===== config.mk =====
export PLATFORM = sky130hd
export DESIGN_NAME = cc_random_gen
export DESIGN_NICKNAME = d
export VERILOG_FILES = /design/src/rtl/cc_random_gen.sv
export SDC_FILE = /design/constraint.sdc
export NUM_CORES = 1
export LEC_CHECK = 0
export CAP_MARGIN = 10
export CORE_ASPECT_RATIO = 2
export CORE_UTILIZATION = 44
export CTS_BUF_LIST = sky130_fd_sc_hd__clkbuf_2 sky130_fd_sc_hd__clkbuf_4 sky130_fd_sc_hd__clkbuf_8
export CTS_CLUSTER_DIAMETER = 120
export DETAILED_ROUTE_END_ITERATION = 12
export GPL_TIMING_DRIVEN = 0
export MAX_ROUTING_LAYER = met4
export PLACE_DENSITY = 0.77
export REMOVE_ABC_BUFFERS = 1
export SYNTH_ARGS = -nofsm -noshare
export SYNTH_HDL_FRONTEND = slang
export SYNTH_SLANG_ARGS = --single-unit

===== constraint.sdc =====
create_clock -name CC_RANDOMGEN_CLOCK_50 -period 1.57 [get_ports CC_RANDOMGEN_CLOCK_50]
set_input_delay 0.157 -clock CC_RANDOMGEN_CLOCK_50 [delete_from_list [all_inputs] [get_ports CC_RANDOMGEN_CLOCK_50]]
set_output_delay 0.157 -clock CC_RANDOMGEN_CLOCK_50 [all_outputs]
set_load 0.03 [all_outputs]

===== src/rtl/cc_random_gen.sv =====
// Pseudo-random value source: free-running 16-bit Fibonacci LFSR with seed load and
// bounded rejection sampling into [0, LIMIT), falling back to 0 after MAXTRIES rejections.
module cc_random_gen #(
  parameter int unsigned RANDOMGEN_RANDOMWIDTH = 8,
  parameter int unsigned RANDOMGEN_LIMIT       = 160,
  parameter int unsigned RANDOMGEN_MAXTRIES    = 8,
  parameter logic [15:0] RANDOMGEN_SEEDDEFAULT = 16'hACE1
) (
  input  logic                             CC_RANDOMGEN_CLOCK_50,
  input  logic                             CC_RANDOMGEN_RESET_InHigh,
  input  logic                             CC_RANDOMGEN_req_In,
  input  logic                             CC_RANDOMGEN_seedload_In,
  input  logic [15:0]                      CC_RANDOMGEN_seed_InBUS,
  output logic [RANDOMGEN_RANDOMWIDTH-1:0] CC_RANDOMGEN_random_OutBUS,
  output logic                             CC_RANDOMGEN_valid_Out,
  output logic                             CC_RANDOMGEN_timeout_Out,
  output logic                             CC_RANDOMGEN_busy_Out
);

  localparam int unsigned TriesWidth = $clog2(RANDOMGEN_MAXTRIES + 1);
  localparam logic [TriesWidth-1:0] LastTry = TriesWidth'(RANDOMGEN_MAXTRIES - 1);
  localparam logic [16:0] LimitExt = 17'(RANDOMGEN_LIMIT);

  typedef enum logic [0:0] {StIdle, StGen} state_e;

  state_e                           state_q, state_d;
  logic [15:0]                      lfsr_q, lfsr_d;
  logic [TriesWidth-1:0]            tries_q, tries_d;
  logic [RANDOMGEN_RANDOMWIDTH-1:0] random_q, random_d;
  logic                             valid_q, valid_d;
  logic                             timeout_q, timeout_d;
  logic                             busy_q, busy_d;
  logic                             feedback;
  logic [RANDOMGEN_RANDOMWIDTH-1:0] cand;
  logic                             cand_ok;

  assign feedback = lfsr_q[15] ^ lfsr_q[13] ^ lfsr_q[12] ^ lfsr_q[10];
  // Candidate is the pre-edge LFSR value, so a seed loaded with req is the first candidate.
  assign cand     = lfsr_q[RANDOMGEN_RANDOMWIDTH-1:0];
  assign cand_ok  = 17'(cand) < LimitExt;

  always_comb begin
    state_d   = state_q;
    tries_d   = tries_q;
    random_d  = random_q;
    valid_d   = 1'b0;
    timeout_d = 1'b0;

    if (CC_RANDOMGEN_seedload_In) begin
      // An all-zero seed would lock the LFSR up, so substitute the default.
      lfsr_d = (CC_RANDOMGEN_seed_InBUS == 16'h0000) ? RANDOMGEN_SEEDDEFAULT
                                                      : CC_RANDOMGEN_seed_InBUS;
    end else begin
      lfsr_d = {lfsr_q[14:0], feedback};
    end

    unique case (state_q)
      StIdle: begin
        if (CC_RANDOMGEN_req_In) begin
          state_d = StGen;
          tries_d = '0;
        end
      end
      StGen: begin
        if (cand_ok) begin
          random_d = cand;
          valid_d  = 1'b1;
          state_d  = StIdle;
        end else if (tries_q == LastTry) begin
          random_d  = '0;
          valid_d   = 1'b1;
          timeout_d = 1'b1;
          state_d   = StIdle;
        end else begin
          tries_d = tries_q + 1'b1;
        end
      end
      default: state_d = StIdle;
    endcase

    busy_d = (state_d == StGen);
  end

  always_ff @(posedge CC_RANDOMGEN_CLOCK_50) begin
    if (CC_RANDOMGEN_RESET_InHigh) begin
      state_q   <= StIdle;
      lfsr_q    <= RANDOMGEN_SEEDDEFAULT;
      tries_q   <= '0;
      random_q  <= '0;
      valid_q   <= 1'b0;
      timeout_q <= 1'b0;
      busy_q    <= 1'b0;
    end else begin
      state_q   <= state_d;
      lfsr_q    <= lfsr_d;
      tries_q   <= tries_d;
      random_q  <= random_d;
      valid_q   <= valid_d;
      timeout_q <= timeout_d;
      busy_q    <= busy_d;
    end
  end

  assign CC_RANDOMGEN_random_OutBUS = random_q;
  assign CC_RANDOMGEN_valid_Out     = valid_q;
  assign CC_RANDOMGEN_timeout_Out   = timeout_q;
  assign CC_RANDOMGEN_busy_Out      = busy_q;

endmodule


# == Word-level counts from Yosys, hierarchy flattened ==
# Cells that the tools add are included.
# word_totals
reg_bits,31
word_cells,36
# classes
add_sub_neg,1
magnitude_cmp,1
eq_ne,4
mux,14
bitwise,4
reduce_logical,6
# op_table
cell,count
16-bit two-way mux,2
16-bit zero test,1
8-bit two-way mux,2
4-bit two-way mux,3
"8-bit < comparator, second input constant",1
4-bit case mux with 2 select lines,1
"2-bit != test, second input constant",3
1-bit two-way mux,5
"4-bit by 1-bit adder with 4-bit output, second input constant",1
"4-bit by 3-bit equality test with 1-bit output, second input constant",1
3-bit AND reduction,1
3-bit OR reduction,1
1-bit bitwise XOR,3
1-bit case mux with 2 select lines,1
2-bit AND reduction,1
2-bit nonzero test,1
2-bit OR reduction,1
1-bit NOT,1

# == Longest topological paths before layout ==
# Gate-level depths: netlist of run 1.
# logic_depth
ltp_word,4
ltp_mapped,5

# == Worst setup path after synthesis of run 1 ==
# OpenSTA, ideal clock, no wires.
# synth_timing
kind,register -> register
startpoint,"register, netlist name CC_RANDOMGEN_busy_Out"
endpoint,register tries_q[3]
setup_ns,0.074
t_arrival_ns,1.435
required_ns,1.496
path_slack_ns,0.060
stages_incl_launch_ff,4
n_path_buf,0
cell_sequence,dfxtp_1 o211ai_2 or4_1 a31oi_1
# synth_rtl
element,line,rtl
end signal: assignment,96,tries_q <= tries_d;
end: declaration,28,"logic [TriesWidth-1:0] tries_q, tries_d;"

# == Worst setup path in the final report of run 1 ==
# layout_timing
startpoint,register tries_q[0]
endpoint,register tries_q[3]
# layout_between
elab_chain_len,4
word_cells_on_any_way,7
cone_classes,1 x add/sub; 2 x eq/ne; 3 x mux; 1 x reduce/logical
# layout_lines
element,line,rtl
4-bit by 1-bit adder with 4-bit output,75,tries_d = tries_q + 1'b1;
4-bit two-way mux,69,end else if (tries_q == LastTry) begin
4-bit two-way mux,65,if (cand_ok) begin
4-bit case mux with 2 select lines,57,unique case (state_q)
# Parallel ways exist; a longest one is shown, timed or not. The select of a mux whose other input is x is not followed.
# A chain may end at the register's enable or synchronous reset.

==> parameters.txt, run 1 <==
Parameter                              Value

Outcome
  Result of the run ... finished clean

Synthesis
  Count of different cell masters after synthesis ... 38
  Cell types with the highest counts after synthesis ... 31 x sky130_fd_sc_hd__dfxtp_1, 10 x sky130_fd_sc_hd__nor2_1, 8 x sky130_fd_sc_hd__mux2i_1, 8 x sky130_fd_sc_hd__o22a_1, 5 x sky130_fd_sc_hd__a32o_1
  Async S/R FF share, synth ... 0
  Sequential element share of the synthesized area ... 0.5194
  Flop and latch count out of synthesis ... 31
  Top post-synthesis cells by area ... sky130_fd_sc_hd__dfxtp_1 52%, sky130_fd_sc_hd__mux2i_1 6.7%, sky130_fd_sc_hd__o22a_1 5.9%
  Synthesized instance count ... 111
  Average cell area after synthesis ... 10.76 sq um
  Netlist area before placement ... 1195 sq um
  Post-synth top area share ... 0.5194
  Most instantiated flip-flop cell in the synthesis netlist ... sky130_fd_sc_hd__dfxtp_1
  EDFF count, synth ... 0
  Leading area contributor after synthesis ... sky130_fd_sc_hd__dfxtp_1
  Most repeated cell in the gate-level netlist after synthesis ... sky130_fd_sc_hd__dfxtp_1
  Total of warnings raised by yosys ... 0

Die
  Width of the die ... 38.85 microns
  # rows ... 26
  Ports placed on the boundary ... 31
  Initial Util ... 0.4649
  DIE HEIGHT ... 75.70 microns
  Core area ... 2570 sq um
  Total Die Area ... 2941 sq um

Worst setup path
  Buf/Inv on CP ... 0
  Slowest-stage cell, CP ... sky130_fd_sc_hd__or4_1
  Cell chain of the critical path ... ha_2 -> and3b_2 -> or4_1 -> a31oi_1
  Data arrival time of the critical path ... 1.72 ns
  WS Path Type ... reg2reg
  Data required time at the worst endpoint ... 1.78 ns
  Crit start category ... flop
  Beginning of the critical path ... tries_q[0]$_SDFFE_PP0P_
  Peak fanout along the critical path ... 6
  CP top delay family ... simple AND/OR/NAND/NOR gates
  Slowest Stage Delay on Critical Path ... 0.50 ns
  Startpoint of the most critical register-to-register path ... tries_q[0]$_SDFFE_PP0P_
  Kind of capture point of the worst setup path ... flop

Global route
  Global-route usage over all layers ... 0.2239
  Number of antenna violations at the first check in global routing ... 0
  Vias in the first global route ... 1013
  Grt ovf ... 0
  Wire length of the first global-routing pass ... 4.319 mm
  Maximum number of pins on one net before global-route repair ... 21

Cells and area
  Fraction of final layout cells sized beyond drive strength 1 ... 0.1181
  Area used by sequential logic in the layout ... 621.8 sq um
  Area taken by multi-input logic gates ... 555.5 sq um
  Post-route cell area ... 1612 sq um
  Final Core Density ... 0.6271
  Net total in the final layout ... 165
  Area added between synthesis and finish ... 34.87%
  Number of antenna cells inserted ... 0
  Number of fillers in the final layout ... 236

STA
  RSZ-0062 raised after global routing ... no
  Hold violation count in the final report ... 0
  Setup-violating endpoint count in the final report ... 0
  Tcrit/Tclk final ... 0.9604
  Maximum clock skew at final layout ... 0.003495 ns
  Final critical-path required period ... 1.508 ns
  Hold slack final ... 0.4351 ns
  Relative slew slack ... 0.6442
  Final sum of negative setup slack ... 0 ns
  Fmax achieved ... 663.2 MHz
  Final-report max-slew violation count ... 0
  Worst-Margin Slew ... 0.5321 ns

Pwr
  Power per unit of standard cell area ... 1050 nW/um^2
  Peak supply drop ... 0.0006375 V
  Static Leakage ... 0.6062 nW

Routing
  Final wirelength ... 2.813 mm
  Via Count ... 1019
  Average wire per standard cell ... 16.35 microns
  Starting DRT DRC Count ... 17
  Count of unresolved DRC violations after routing ... 0
  Drt via density ... 5.924
  Post-route antenna net violation count ... 0
  1st-pass router iterations ... 4

Worst hold path
  Start point of the worst min-delay path ... CC_RANDOMGEN_RESET_InHigh
  Hold Crit Class ... in2reg

CTS
  CTS clock-pin slew for the worst setup and hold paths ... 0.06 ns
  Clock latency at the later pin of the worst-skew pair ... 0.28 ns
  Clock sink count ... 31
  Worst-case clock buffer depth ... 2
  Number of hold buffers added after CTS ... 0
  TritonCTS buffer count ... 5
  H-tree levels ... 2
  Clock tree from TritonCTS ... done
  Cell at the root of the clock tree ... sky130_fd_sc_hd__clkbuf_8

Place
  Weighted congestion reported at the end of routability-driven placement ... 0.7182
  Total half-perimeter wirelength after legalization and detailed placement ... 2.027 mm
  Dpl cell area ... 1508 sq um
  IO buf count ... 30

Run
  Max Cap Viol ... 0
-- kinds of logic (layout without fill, tap and decap cells) --
logic type / after synthesis / count (layout) / synth area share
AO/OA/AOI/OAI: 32 / 32 / 0.2178
flip-flops: 31 / 31 / 0.5194
AND/OR/NAND/NOR: 30 / 30 / 0.1414
multiplexers: 8 / 8 / 0.06702
buffers and inverters: 6 / 39 / 0.02198
XOR/XNOR: 3 / 3 / 0.02199
adder cells (fa/ha/maj): 1 / 1 / 0.01047
-- area by class of cell --
cell class | instances | share of cell area
Sequential cell | 31 | 0.3859
Multi-Input combinational cell | 74 | 0.3447
Timing Repair Buffer | 31 | 0.1910
Clock buffer | 6 | 0.05124
Tap cell | 28 | 0.02174
Clock inverter | 1 | 0.003106
Inverter | 1 | 0.002329
-- report_power, final --
group          internal, mW  leakage (nW)  total, mW  switching, mW
registers             0.832         0.255      0.869         0.0372
clock network         0.343        0.0470      0.618          0.275
logic                 0.110         0.304      0.205         0.0949
-- per-stage QoR --
stage | std cells | worst slack (ns) | power, mW
global placement | 164 | -0.6257 | 1.085
detailed placement | 164 | -0.6670 | 1.092
CTS | 171 | 0.001171 | 1.719
finish | 172 | 0.06210 | 1.692
floorplan | 106 | 0.06039 | 0.9802
global route | 172 | 0.01154 | 1.766
-- what timing repair did --
| action | CTS | global route |
|---|---|---|
| setup endpoints to repair | 18 | 8 |
| cloned | 0 | 0 |
| pin swaps | 0 | 0 |
| gates resized for setup | 5 | 3 |
| buffers inserted | 0 | 1 |
-- cell usage in the layout (no fill, tap or decap), drive strengths merged, types with 2 or more instances in the layout --
cell type and instances:
a21oi 3, a31o 2, a31oi 2, a32o 5
clkbuf 6, clkdlybuf4s50 28, clkinv 2, dfxtp 31
mux2i 8, nand2b 2, nand3 4, nor2 10
nor4 4, nor4bb 2, o211ai 3, o21ai 3
o22a 8, xnor2 2
-- per-layer routing --
metal	global-route usage	vias up	share of wire
met5	-	-	0
met4	0.1303	0	0.023
met3	0.06706	6	0.045
met2	0.3907	28	0.54
met1	0.2019	490	0.39
li1	-	495	-
-- sequential cells by signal, summed over array words and instances, names as in the netlist --
signal and count:
CC_RANDOMGEN_valid_Out 1, CC_RANDOMGEN_timeout_Out 1, tries_q 4, CC_RANDOMGEN_random_OutBUS 8, lfsr_q 16, CC_RANDOMGEN_busy_Out 1
-- worst reg2reg max path, stage by stage (launching register included) --
cell and delay (ns):
sky130_fd_sc_hd__dfxtp_1 0.34, sky130_fd_sc_hd__ha_2 0.22, sky130_fd_sc_hd__and3b_2 0.25, sky130_fd_sc_hd__or4_1 0.50
sky130_fd_sc_hd__a31oi_1 0.13
-- worst paths after layout --
| kind | endpoint | slack [ns] | depth (start not counted) |
|---|---|---|---|
| max | tries_q[3]$_SDFFE_PP0P_ | 0.06 | 4 |
| min | tries_q[1]$_SDFFE_PP0P_ | 0.44 | 2 |
| max reg2reg | tries_q[3]$_SDFFE_PP0P_ | 0.06 | 4 |
| min reg2reg | lfsr_q[15]$_SDFF_PP1_ | 0.44 | 1 |
(Power assumes the default switching activity.)
==> run 2: changes to the inputs <==
CORE_MARGIN = 4   (was default)
==> run 2 against run 1 <==
Total power shrank 0.35%. Cell count grew 1.2%. Clock power is 1% lower. Global-route usage decreased by 4.0 points. Largest cell class unchanged.
==> parameters.txt, run 2 (synthesis gave the netlist of run 1 again) <==
Parameter                              Value

Place
  Weighted congestion reported at the end of routability-driven placement ... 0.8416 (+17%)
  IO buf count ... 30 (unchanged)
  Total half-perimeter wirelength after legalization and detailed placement ... 2.156 mm (+6.3%)

Routing
  Average wire per standard cell ... 16.70 microns (+2.1%)
  Final wirelength ... 2.906 mm (+3.3%)
  Starting DRT DRC Count ... 10 (-7)
  Drt via density ... 5.736 (-3.2%)
  1st-pass router iterations ... 4 (unchanged)
  Count of unresolved DRC violations after routing ... 0 (unchanged)
  Post-route antenna net violation count ... 0 (unchanged)
  Via Count ... 998 (-2.1%)

Global route
  Global-route usage over all layers ... 0.1842 (-0.03976)
  Vias in the first global route ... 1097 (+8.3%)
  Wire length of the first global-routing pass ... 4.802 mm (+11%)
  Number of antenna violations at the first check in global routing ... 0 (unchanged)
  Maximum number of pins on one net before global-route repair ... 21 (unchanged)
  Grt ovf ... 0 (unchanged)

Worst setup path
  Kind of capture point of the worst setup path ... flop
  WS Path Type ... reg2reg
  Data arrival time of the critical path ... 1.68 ns (-0.04 ns)
  Worst setup slack for register-to-register paths ... 0.08 ns (+0.02 ns)
  Peak fanout along the critical path ... 4 (-2)
  Crit start category ... flop
  Data required time at the worst endpoint ... 1.76 ns (-0.02 ns)

Die
  # rows ... 26 (unchanged)
  DIE HEIGHT ... 81.70 microns (+7.9%)
  Ports placed on the boundary ... 31 (unchanged)
  Total Die Area ... 3664 sq um (+25%)
  Core area ... 2570 sq um (unchanged)
  Initial Util ... 0.4649 (unchanged)
  Width of the die ... 44.85 microns (+15%)

CTS
  Clock tree from TritonCTS ... done
  TritonCTS buffer count ... 5 (unchanged)
  CTS clock-pin slew for the worst setup and hold paths ... 0.06 ns (about the same)
  H-tree levels ... 2 (unchanged)
  Worst-case clock buffer depth ... 2 (unchanged)
  Clock sink count ... 31 (unchanged)
  Clock latency at the later pin of the worst-skew pair ... 0.27 ns (about the same)
  Cell at the root of the clock tree ... sky130_fd_sc_hd__clkbuf_8

Cells and area
  Number of antenna cells inserted ... 0 (unchanged)
  Largest reg by FF count ... lfsr_q
  Fraction of final layout cells sized beyond drive strength 1 ... 0.1370 (+0.01893)
  Final Core Density ... 0.6310 (+0.003895)
  Most common library cell in the layout ignoring fill and taps ... sky130_fd_sc_hd__dfxtp_1
  Number of flip-flops in the largest register ... 16 (unchanged)
  Area added between synthesis and finish ... 35.71%
  Commonest cells after routing, fill and taps aside ... 29 x sky130_fd_sc_hd__dfxtp_1, 28 x sky130_fd_sc_hd__clkdlybuf4s50_1, 10 x sky130_fd_sc_hd__nor2_1
  Net total in the final layout ... 166 (+0.61%)

Pwr
  Peak supply drop ... 0.0006462 V (+1.4%)
  Power per unit of standard cell area ... 1040 nW/um^2 (-0.97%)
  Post-route total power ... 1.686 mW (-0.35%)
  Int Power ... 1.287 mW (+0.18%)
  Fraction of power consumed by combinational cells ... 0.122 (about the same)
  Static Leakage ... 0.6141 nW (+1.3%)
  Fraction of power consumed by sequential logic ... 0.516 (+0.003)
  Switching part of the total power ... 0.2366 (-0.004069)
  Net switching component of the power ... 398.9 uW (-2.0%)
  Part of the total power dissipated in the clock network ... 0.362 (-0.003)

STA
  Maximum clock skew at final layout ... 0.007456 ns (+0.003961 ns)
  Final critical-path required period ... 1.492 ns (-0.01587 ns)
  Hold violation count in the final report ... 0 (unchanged)
  Worst-Margin Slew ... 0.5522 ns (+0.02006 ns)
  Setup-violating endpoint count in the final report ... 0 (unchanged)
  Relative slew slack ... 0.6307 (-0.01342)
  Tcrit/Tclk final ... 0.9503 (-0.01011)
  RSZ-0062 raised after global routing ... no
  Final-report max-slew violation count ... 0 (unchanged)
  Fmax achieved ... 670.2 MHz (+1.1%)

Run
  Max Cap Viol ... 0 (unchanged)

Worst hold path
  Hold Crit Class ... in2reg

Outcome
  Result of the run ... finished clean
## run 2: timing repair
action                     4_1_cts  5_1_grt
pin swaps                        0        0
setup endpoints to repair       19        1
resized for setup                6        3
hold buffers                     0        0
setup buffers                    2        0
## run 2: metrics by stage
stage / worst slack (ns) / setup TNS [ns] / hold WS, ns / std cells / cell area, sq um
final: 0.07796 / 0 / 0.4406 / 174 / 1622
after global routing: 0.03593 / 0 / 0.4657 / 174 / 1622
after CTS: 0.009477 / 0 / 0.4426 / 174 / 1617
after detailed placement: -0.6655 / -7.932 / 0.4332 / 164 / 1508
after global placement: -0.6239 / -7.425 / 0.4212 / 164 / 1508
after floorplan: 0.06039 / 0 / 0.2261 / 106 / 1172
## run 2: final cells by class
cell class                      instances  area, sq um
Sequential cell                        31        623.1
Inverter                                1        3.754
Clock inverter                          1        5.005
Clock buffer                            7        83.83
Tap cell                               28        35.03
Timing Repair Buffer                   32        315.3
Multi-Input combinational cell         74        555.5
Fill cell                             236        948.4
## run 2: worst max-delay path, stage by stage, from the launching register on
cell	delay, ns
sky130_fd_sc_hd__dfxtp_2	0.34
sky130_fd_sc_hd__ha_2	0.20
sky130_fd_sc_hd__and3b_2	0.23
sky130_fd_sc_hd__or4_1	0.50
sky130_fd_sc_hd__a31oi_1	0.14
## run 2: worst paths after layout
check,start,endpoint,depth (start not counted)
setup reg to reg,tries_q[0]$_SDFFE_PP0P_,tries_q[3]$_SDFFE_PP0P_,4
hold / removal,CC_RANDOMGEN_RESET_InHigh,lfsr_q[4]$_SDFF_PP0_,2
hold reg to reg,lfsr_q[9]$_SDFF_PP0_,lfsr_q[10]$_SDFF_PP1_,1
setup / recovery,tries_q[0]$_SDFFE_PP0P_,tries_q[3]$_SDFFE_PP0P_,4
## run 2: power groups by stage
stage / logic (mW) / registers [mW] / clock network (mW)
2_1_floorplan: 0.0899 / 0.890 / 0
3_5_place_dp: 0.207 / 0.885 / 0
6_report: 0.206 / 0.869 / 0.611
5_1_grt: 0.225 / 0.876 / 0.662
4_1_cts: 0.208 / 0.869 / 0.629
3_3_place_gp: 0.203 / 0.882 / 0
## run 2: per-layer routing
metal	routed length [microns]	part of all wire	vias up	GRT usage
li1	-	-	498	-
met5	0	0	-	-
met3	170	0.058	5	0.04167
met1	1074	0.37	469	0.1687
met2	1618	0.56	26	0.3458
met4	42	0.014	0	0.07918
==> run 3: changes to the inputs <==
REMOVE_ABC_BUFFERS = default   (was 1)
==> run 3 against run 2 <==
Worst hold slack worse by 0.12 ns. Register-to-register slack hardly changed. Die area unchanged. Routed wire length fell by 1.4%. Worst setup slack improved by 0.0089 ns. Sequential share of layout area fell by 0.45 points. Clock power rose by 14%. Sequential cell count unchanged. First-iteration DRC count rose to 4.0 times the previous value. Combinational power is essentially flat. Largest cell class unchanged.
==> parameters.txt, run 3 (synthesis gave the netlist of run 1 again) <==
Parameter                              Value

Pwr
  Power per unit of standard cell area ... 1080 nW/um^2 (+3.8%)
  Static Leakage ... 0.6251 nW (+1.8%)
  Peak supply drop ... 0.0008099 V (+25%)
  Post-route total power ... 1.775 mW (+5.3%)

Worst setup path
  WS Path Type ... reg2reg
  Slowest Stage Delay on Critical Path ... 0.49 ns (about the same)
  Data arrival time of the critical path ... 1.69 ns (about the same)
  Data required time at the worst endpoint ... 1.78 ns (+0.02 ns)
  Slowest-stage cell, CP ... sky130_fd_sc_hd__or4_1
  Peak fanout along the critical path ... 4 (unchanged)
  Crit start category ... flop
  Kind of capture point of the worst setup path ... flop
  Cell chain of the critical path ... ha_2 -> and3b_2 -> or4_1 -> a31oi_1

Run
  Max Cap Viol ... 0 (unchanged)

Cells and area
  Area added between synthesis and finish ... 37.59%
  Commonest cells after routing, fill and taps aside ... 28 x sky130_fd_sc_hd__dfxtp_1, 28 x sky130_fd_sc_hd__clkdlybuf4s50_1, 10 x sky130_fd_sc_hd__nor2_1
  Fraction of final layout cells sized beyond drive strength 1 ... 0.1477 (+0.01066)
  Largest reg by FF count ... lfsr_q
  Post-route cell area ... 1644 sq um (+1.4%)
  Number of antenna cells inserted ... 0 (unchanged)
  Net total in the final layout ... 169 (+1.8%)
  Number of flip-flops in the largest register ... 16 (unchanged)
  Number of fillers in the final layout ... 224 (-5.1%)

CTS
  Clock tree from TritonCTS ... done
  Clock sink count ... 31 (unchanged)
  H-tree levels ... 2 (unchanged)
  Clock latency at the later pin of the worst-skew pair ... 0.28 ns (about the same)
  Worst-case clock buffer depth ... 2 (unchanged)
  Cell at the root of the clock tree ... sky130_fd_sc_hd__clkbuf_8
  TritonCTS buffer count ... 5 (unchanged)
  CTS clock-pin slew for the worst setup and hold paths ... 0.07 ns (about the same)

STA
  Relative slew slack ... 0.6856 (+0.05481)
  Final-report max-slew violation count ... 0 (unchanged)
  Tcrit/Tclk final ... 0.9447 (-0.005686)
  Hold violation count in the final report ... 0 (unchanged)
  Setup slack after layout ... 0.08689 ns (+0.008927 ns)
  Final critical-path required period ... 1.483 ns (-0.008927 ns)
  Maximum clock skew at final layout ... 0.006699 ns (-0.0007565 ns)
  Worst-Margin Slew ... 0.4717 ns (-0.08048 ns)
  Setup-violating endpoint count in the final report ... 0 (unchanged)
  Fmax achieved ... 674.3 MHz (+0.60%)
  Hold slack final ... 0.3232 ns (-0.1174 ns)

Place
  Setup Slack @ Placement ... -0.1415 ns (+0.5240 ns)
  Dpl cell area ... 1520 sq um (+0.83%)
  Weighted congestion reported at the end of routability-driven placement ... 0.8215 (-2.4%)
  Total half-perimeter wirelength after legalization and detailed placement ... 2.118 mm (-1.7%)
  IO buf count ... 29 (-3.3%)

Global route
  Global-route usage over all layers ... 0.1800 (-0.004205)
  Grt ovf ... 0 (unchanged)
  Number of antenna violations at the first check in global routing ... 0 (unchanged)
  Wire length of the first global-routing pass ... 4.526 mm (-5.7%)
  Vias in the first global route ... 1039 (-5.3%)
  Maximum number of pins on one net before global-route repair ... 11 (-48%)

Routing
  Drt via density ... 5.825 (+1.6%)
  Via Count ... 1031 (+3.3%)
  Starting DRT DRC Count ... 40 (+30)
  Average wire per standard cell ... 16.19 microns (-3.1%)
  Final wirelength ... 2.865 mm (-1.4%)
  Count of unresolved DRC violations after routing ... 0 (unchanged)
  1st-pass router iterations ... 4 (unchanged)
  Post-route antenna net violation count ... 0 (unchanged)

Die
  Initial Util ... 0.4649 (unchanged)
  # rows ... 26 (unchanged)
  Total Die Area ... 3664 sq um (unchanged)
  DIE HEIGHT ... 81.70 microns (unchanged)
  Core area ... 2570 sq um (unchanged)
  Ports placed on the boundary ... 31 (unchanged)
  Width of the die ... 44.85 microns (unchanged)

Outcome
  Result of the run ... finished clean

Worst hold path
  Hold Crit Class ... in2reg

Synthesis
  Post-synth net total ... 132
-- run 3: changes by cell type in the layout (fill, tap and decap cells not counted), sizes merged --
cell,before,now
clkinv,2,1
clkbuf,7,9
clkdlybuf4s15,1,0
buf,2,5
-- run 3: path summary, 6_finish.rpt --
path | slack [ns] | cells after the start | startpoint | endpoint
max | 0.09 | 4 | tries_q[0]$_SDFFE_PP0P_ | tries_q[3]$_SDFFE_PP0P_
min | 0.32 | 3 | CC_RANDOMGEN_seedload_In | lfsr_q[4]$_SDFF_PP0_
max reg2reg | 0.09 | 4 | tries_q[0]$_SDFFE_PP0P_ | tries_q[3]$_SDFFE_PP0P_
min reg2reg | 0.45 | 1 | lfsr_q[14]$_SDFF_PP0_ | lfsr_q[15]$_SDFF_PP1_
-- run 3: layout make-up --
cell class	count	area, sq um	share of cell area
sequential	31	624.3	0.3798
inverter	1	3.754	0.002283
tap	28	35.03	0.02131
multi-input combinational	74	555.5	0.3379
buffer	4	17.52	0.01065
timing repair buffer	31	304.0	0.1849
clock buffer	8	103.9	0.06317
-- run 3: repair_timing --
| action | in CTS | in global routing |
|---|---|---|
| resized for setup | 3 | 4 |
| setup buffers | 0 | 2 |
| cloned | 0 | 0 |
| endpoints found under the setup margin | 9 | 6 |
| pin swaps | 0 | 2 |
| hold endpoints to repair | 0 | 0 |
| hold buffers | 0 | 0 |
-- run 3: stage by stage --
step           setup TNS, ns  instances    util
2_1_floorplan              0        111       -
3_3_place_gp         -0.6284        168  0.5915
3_5_place_dp         -0.7833        168  0.5915
4_1_cts                    0        176  0.6339
5_1_grt           -0.0009238        177  0.6397
6_report                   0        177  0.6397
-- run 3: power breakdown --
part	internal (mW)	switching, mW
sequential	0.832	0.0370
combinational	0.111	0.0955
clock	0.417	0.282
-- run 3: metal layers --
metal	track usage	vias up	share of wire
met5	-	-	0
met4	0.1261	0	0.032
met1	0.1574	486	0.35
li1	-	504	-
met3	0.03947	8	0.052
met2	0.3228	33	0.56
-- run 3: worst max-delay path, delay by kind of cell (launching register included) --
kind / cells / cell delay [ns]
fa+ha+maj: 1 / 0.19
simple gates: 2 / 0.72
flops: 1 / 0.34
compound gates: 1 / 0.16
